$ cat config.mk
export PLATFORM = sky130hd
export DESIGN_NAME = sar_adc_ctrl
export DESIGN_NICKNAME = d
export VERILOG_FILES = /design/src/rtl/sar_adc_ctrl.sv
export SDC_FILE = /design/constraint.sdc
export NUM_CORES = 1
export LEC_CHECK = 0
export ABC_AREA = 1
export CAP_MARGIN = 20
export CORE_MARGIN = 5
export CORE_UTILIZATION = 46
export CTS_CLUSTER_SIZE = 8
export DETAILED_ROUTE_END_ITERATION = 6
export GPL_ROUTABILITY_DRIVEN = 0
export MAX_ROUTING_LAYER = met4
export PLACE_DENSITY = 0.74
export SLEW_MARGIN = 10
export SYNTH_ARGS = -nofsm -noshare
export SYNTH_HDL_FRONTEND = slang
export SYNTH_SLANG_ARGS = --single-unit
$ cat constraint.sdc
create_clock -name clk -period 1.36 [get_ports clk]
set_input_delay 0.272 -clock clk [delete_from_list [all_inputs] [get_ports clk]]
set_output_delay 0.272 -clock clk [all_outputs]
set_load 0.03 [all_outputs]
$ cat src/rtl/sar_adc_ctrl.sv
// Successive-approximation ADC controller.
//
// Drives the external sample/hold switch and R-2R DAC and resolves one bit per settle window
// from the (asynchronous) comparator. Each finished code is presented on Dout together with a
// one-cycle Dvalid strobe.
//
// Ports:
//   clk         system clock, rising edge
//   reset       synchronous, active-low reset
//   start       single-shot conversion request, sampled only while idle
//   continuous  1 = run conversions back-to-back
//   cmp_in      asynchronous comparator output, 1 = Vin >= Vdac(dac_code)
//   sample_hold 1 = S/H switch closed (tracking)
//   dac_code    trial code to the DAC
//   busy        1 whenever a conversion is in progress
//   Dout        last completed result, held between conversions
//   Dvalid      one-cycle pulse in the cycle Dout takes a new value
module sar_adc_ctrl #(
  parameter int unsigned WIDTH         = 8,
  parameter int unsigned TRACK_CYCLES  = 4,
  parameter int unsigned SETTLE_CYCLES = 8
) (
  input  logic             clk,
  input  logic             reset,
  input  logic             start,
  input  logic             continuous,
  input  logic             cmp_in,
  output logic             sample_hold,
  output logic [WIDTH-1:0] dac_code,
  output logic             busy,
  output logic [WIDTH-1:0] Dout,
  output logic             Dvalid
);

  localparam int unsigned CntMax = (TRACK_CYCLES > SETTLE_CYCLES) ? TRACK_CYCLES : SETTLE_CYCLES;
  localparam int unsigned CntW   = (CntMax > 1) ? $clog2(CntMax) : 1;
  localparam int unsigned IdxW   = (WIDTH > 1) ? $clog2(WIDTH) : 1;

  localparam logic [CntW-1:0] TrackLast  = CntW'(TRACK_CYCLES - 1);
  localparam logic [CntW-1:0] SettleLast = CntW'(SETTLE_CYCLES - 1);
  localparam logic [IdxW-1:0] IdxTop     = IdxW'(WIDTH - 1);

  typedef enum logic [1:0] {StIdle, StTrack, StTrial, StDone} state_e;

  state_e           state_q, state_d;
  logic [CntW-1:0]  cnt_q, cnt_d;
  logic [IdxW-1:0]  idx_q, idx_d;
  logic [WIDTH-1:0] result_q, result_d;
  logic [WIDTH-1:0] dout_q, dout_d;
  logic             cmp_meta_q, cmp_s_q;
  logic [WIDTH-1:0] bit_mask;

  always_ff @(posedge clk) begin
    if (!reset) begin
      state_q    <= StIdle;
      cnt_q      <= '0;
      idx_q      <= '0;
      result_q   <= '0;
      dout_q     <= '0;
      cmp_meta_q <= 1'b0;
      cmp_s_q    <= 1'b0;
    end else begin
      state_q    <= state_d;
      cnt_q      <= cnt_d;
      idx_q      <= idx_d;
      result_q   <= result_d;
      dout_q     <= dout_d;
      cmp_meta_q <= cmp_in;
      cmp_s_q    <= cmp_meta_q;
    end
  end

  assign bit_mask = WIDTH'(1) << idx_q;

  always_comb begin
    state_d     = state_q;
    cnt_d       = cnt_q;
    idx_d       = idx_q;
    result_d    = result_q;
    dout_d      = dout_q;
    sample_hold = 1'b0;
    dac_code    = '0;
    Dvalid      = 1'b0;

    case (state_q)
      StIdle: begin
        if (start || continuous) begin
          state_d = StTrack;
          cnt_d   = '0;
        end
      end

      StTrack: begin
        sample_hold = 1'b1;
        result_d    = '0;
        if (cnt_q == TrackLast) begin
          state_d = StTrial;
          cnt_d   = '0;
          idx_d   = IdxTop;
        end else begin
          cnt_d = cnt_q + 1'b1;
        end
      end

      StTrial: begin
        dac_code = result_q | bit_mask;
        if (cnt_q == SettleLast) begin
          cnt_d    = '0;
          result_d = cmp_s_q ? (result_q | bit_mask) : result_q;
          if (idx_q == '0) begin
            state_d = StDone;
            // Load Dout here so the new code is on the pins in the same cycle as Dvalid.
            dout_d  = result_d;
          end else begin
            idx_d = idx_q - 1'b1;
          end
        end else begin
          cnt_d = cnt_q + 1'b1;
        end
      end

      StDone: begin
        Dvalid   = 1'b1;
        dac_code = result_q;
        cnt_d    = '0;
        state_d  = continuous ? StTrack : StIdle;
      end

      default: state_d = StIdle;
    endcase
  end

  assign busy = (state_q != StIdle);
  assign Dout = dout_q;

endmodule

### After elaboration in Yosys (flattened, before gate mapping)

Cells that the tools add are included.
Widths: inputs -> output; s select.

| word-level totals | value |
|---|---|
| input bits | 5 |
| bits in registers | 26 |
| logic and storage cells | 50 |
| output and inout port bits | 19 |

| cells by class | value |
|---|---|
| equal/unequal tests | 10 |
| reduce and logical (&&, ||, !) cells | 9 |
| mux-type cells | 20 |
| $add $sub $neg | 2 |
| shifts and indexed selects | 1 |
| bitwise gates (word level) | 1 |

Operators with widths:

| cell | number |
|---|---|
| $pmux 8 s2 | 2 |
| $mux 3 | 6 |
| $mux 8 | 2 |
| $pmux 3 s4 | 1 |
| $ne 2x2->1 const B | 5 |
| $mux 2 | 4 |
| $or 8x8->8 | 1 |
| $pmux 2 s4 | 1 |
| $reduce_and 4->1 | 2 |
| $shl 1x3->8 const A | 1 |
| $pmux 3 s2 | 1 |
| $eq 2x2->1 const B | 2 |
| $reduce_bool 2->1 | 2 |
| $add 3x1->3 const B | 1 |
| $eq 3x2->1 const B | 1 |
| $eq 3x3->1 const B | 1 |
| $logic_not 3->1 | 1 |
| $mux 1 | 3 |
| $reduce_and 3->1 | 1 |
| $sub 3x1->3 const B | 1 |
| $eq 2x1->1 const B | 1 |
| $logic_not 2->1 | 1 |
| $reduce_and 2->1 | 1 |
| $logic_or 1x1->1 | 1 |

### Depth between registers and ports, before layout

Gate-level depths: netlist (run 1).

| logic depth | value |
|---|---|
| word-level depth | 5 |
| gate-level depth with buffers | 9 |
| mapped depth without buffers | 9 |

### Worst setup path after synthesis (run 1)

Ideal clock, no wire load.

| timing | value |
|---|---|
| path type | reg-to-output |
| start point | register state_q[0] |
| end point | output dac_code[4] |
| arrival | 1,471 ps |
| cell stages (with the launch flop) | 6 |
| required time | 1,088 ps |
| buffers on the path | 1 |
| setup slack | -383 ps |
| cells stage by stage | dfxtp_1 inv_1 ha_1 inv_2 buf_2 o22ai_1 |

| on the way | value |
|---|---|
| longest elaborated chain between the ends | 2 |
| elaborated cells between the ends (all ways) | 3 |
| classes of those cells | eq/ne (2); mux (1) |

Ends and longest elaborated chain:

| element | RTL line | source |
|---|---|---|
| from (decl) | 45 | `state_e state_q, state_d;` |
| from (signal assigned) | 55 | `state_q <= StIdle;` |
| from (signal assigned) | 63 | `state_q <= state_d;` |
| $eq 2x2->1 | 85 | `case (state_q)` |
| $pmux 8 s2 * | 85 |  |
| to (decl) | 29 | `output logic [WIDTH-1:0] dac_code,` |

Mark *: on every way between the ends. The rest lies on a longest branch, timed or not.

### Worst setup path in the final report (run 1)

| timing | value |
|---|---|
| start point | register idx_q[0] |
| end point | output dac_code[5] |

| on the way | value |
|---|---|
| longest elaborated chain between the ends | 3 |

Ends and longest elaborated chain:

| element | RTL line | source |
|---|---|---|
| from (decl) | 47 | `logic [IdxW-1:0] idx_q, idx_d;` |
| from (signal assigned) | 65 | `idx_q <= idx_d;` |
| $shl 1x3->8 | 73 | `assign bit_mask = WIDTH'(1) << idx_q;` |
| $or 8x8->8 | 106 | `dac_code = result_q \| bit_mask;` |
| $pmux 8 s2 | 85 |  |

Every way passes these cells.

==> flow_summary_export.csv, run 1 <==
group,metric,value,unit
timing,slew_headroom,62.6,%
power,p_per_area,1920,nW/um2
final_layout,diodes,0,
job,maxCapViolCount,0,
route,drc_errors,0,
timing,rsz0062_at_grt,"yes",
power,leakagePower,1.06,nW
global_routing,antenna_found_initial,0,
power,total_power,5.03,mW
route,vias,1801,
route,ant_nets,0,
final_layout,drive_gt1_share,60.1,%
clock_tree,cts_buffer_depth,2,
worst_setup_path,critical_path_class,"flip-flop to output pin",
route,drt-total-wl,6.74,mm
logic_synthesis,synth.top_cells.by_area,"dfxtp_1 38%, ha_1 12%, nand2_1 10%",
logic_synthesis,ys.flop_type,"dfxtp_1",
worst_setup_path,critical_path.max_fanout,3,
power,ir_worst_vdd,1.30,mV
clock_tree,clk-insertion-delay-late,360,ps
route,first_pass_iters,5,
logic_synthesis,syn_inst,193,
floorplan,start_util,49.0,%
worst_setup_path,start_kind,"flip-flop",
clock_tree,clock_tree.root_cell,"clkbuf_4",
logic_synthesis,yosys_warnings,0,
timing,final_max_slew_viol_count,0,
final_layout,final_nets,282,
logic_synthesis,synth_edf_count,0,
status,status,"finished with violations",
logic_synthesis,yosysTopAreaCell,"dfxtp_1",
worst_setup_path,arrival,1560,ps
status,failed_checks,"negative setup slack",
final_layout,area_delta_synth_final,91.1,%
worst_setup_path,cp.required,1090,ps
min_path,min_path_type,"primary input to flip-flop",
clock_tree,hold_buffers,0,
final_layout,num-fill-cells,91,
timing,hold_violations,0,
timing,tns,-9220,ps
clock_tree,cts.sinks,26,
final_layout,fin_area,2630,um2
timing,setup_viol_count_final,35,
final_layout,utilization,93.6,%
logic_synthesis,ys_types,19,
final_layout,final_cell_mix,"28 x buf_4, 22 x dfxtp_1, 22 x buf_6",
global_routing,grt_pass1_vias,1777,
placement,place_ws,-463,ps
logic_synthesis,synthesis.area,1370,um2
logic_synthesis,ys_seq_area_share,37.9,%
worst_setup_path,cp-end-kind,"output pin",
floorplan,pin_count,24,
placement,dpl.hpwl,2.96,mm
worst_setup_path,rrSetupSlack,-300,ps
logic_synthesis,postSynthAreaPerCell,7.12,um2
placement,portBuffers,23,
logic_synthesis,syn-num-nets,211,
clock_tree,cts_inserted_buffers,3,
route,viasPerCell,6.13,
clock_tree,ctsHtreeMaxLevel,1,
global_routing,grt_usage,27.2,%
timing,fmax,0.547,GHz
global_routing,grt_start_max_net_pins,24,
clock_tree,cts_tree,"yes",
logic_synthesis,synthArstFlopShare,0,%
placement,placed_area,2010,um2
final_layout,final_common_cell,"buf_4",
floorplan,core-area,2810,um2
floorplan,die_width,64.7,um
logic_synthesis,synth_top_area_share,37.9,%
floorplan,die_h,64.7,um
route,wl_per_cell,22.9,um
placement,dp.cells,275,
route,drt_iter0_markers,210,
floorplan,dieArea,4180,um2
logic_synthesis,ys_ff_latch,26,
floorplan,rows,19,
timing,worstMarginPinSlew,558,ps
timing,fin_crit,1830,ps
global_routing,grt_overflow,0,
timing,finalCritPeriodShare,135,%
timing,skew,1.79,ps
timing,whs,453,ps
clock_tree,clkTransAtPathRegs,160,ps
global_routing,grt_pass1_wl,8.58,mm
final_layout,fin_cells,294,
timing,setup_slack,-469,ps
## path summary, 6_finish.rpt
path / from / endpoint / cells past startpoint
worst min register to register: cmp_meta_q / cmp_s_q / 2
worst min-delay path: cmp_in / cmp_meta_q / 3
worst max register to register: idx_q[0] / Dout[2] / 9
worst max-delay path: idx_q[0] / dac_code[5] / 5
## per-layer routing
layer	part of all wire (%)	vias up	global-route usage, %
met2	50	126	47.4
met5	0	-	-
li1	-	766	-
met1	38	876	27.7
met4	4.6	0	15.8
met3	7.9	33	6.56
## worst max-delay path: stages, from the launching register on
cell and delay (ps):
dfxtp_4 420, buf_4 110, ha_1 210, nand2_2 120
o22ai_4 190, buf_6 150
## state kept, by name, indices dropped and copies added, names as in the netlist
name	count
idx_q	3
cmp_meta_q	1
state_q	2
cmp_s_q	1
cnt_q	3
result_q	8
Dout	8
## repair_timing
action | CTS | global route
buffers inserted | 10 | 8
endpoints found under the setup margin | 43 | 42
hold endpoints to repair | 0 | 0
pin swaps | 9 | 19
resized for setup | 106 | 85
## area by class of cell
type	count	area, um2	share of cell area [%]
sequential	26	536	20.4
timing repair buffer	69	668	25.5
tap	31	38.8	1.48
multi-input combinational	135	1190	45.5
clock buffer	4	47.5	1.81
inverter	29	141	5.39
## report_power, final
group / internal, mW / switching, mW
logic: 1.61 / 1.91
registers: 0.879 / 0.117
clock network: 0.226 / 0.284
total: 2.72 / 2.31
## synthesized netlist by cell type (2+ instances only)
| library cell | count |
|---|---|
| a21oi_1 | 15 |
| clkbuf_1 | 2 |
| dfxtp_1 | 26 |
| ha_1 | 13 |
| inv_1 | 26 |
| inv_2 | 3 |
| nand2_1 | 37 |
| nand3_1 | 13 |
| nor2_1 | 23 |
| o21ai_0 | 19 |
| o22ai_1 | 8 |
## cell families (layout without fill, tap and decap cells)
kind of cell | after synthesis | in the layout | synth area share, %
and+or+nand+nor | 80 | 80 | 25.4
AOI/OAI and AO/OA | 42 | 42 | 16.0
DFF | 26 | 26 | 37.9
adders and majority gates | 13 | 13 | 11.8
buffers and inverters | 32 | 102 | 8.83
Power figures use the tool's default switching activity.
==> run 2: changes to the inputs <==
Settings changed: CTS_CLUSTER_SIZE 8 to 25, SLEW_MARGIN 10 to 20.
==> results of run 2 <==
The final DEF is identical to that of run 1; final timing and power are the same.
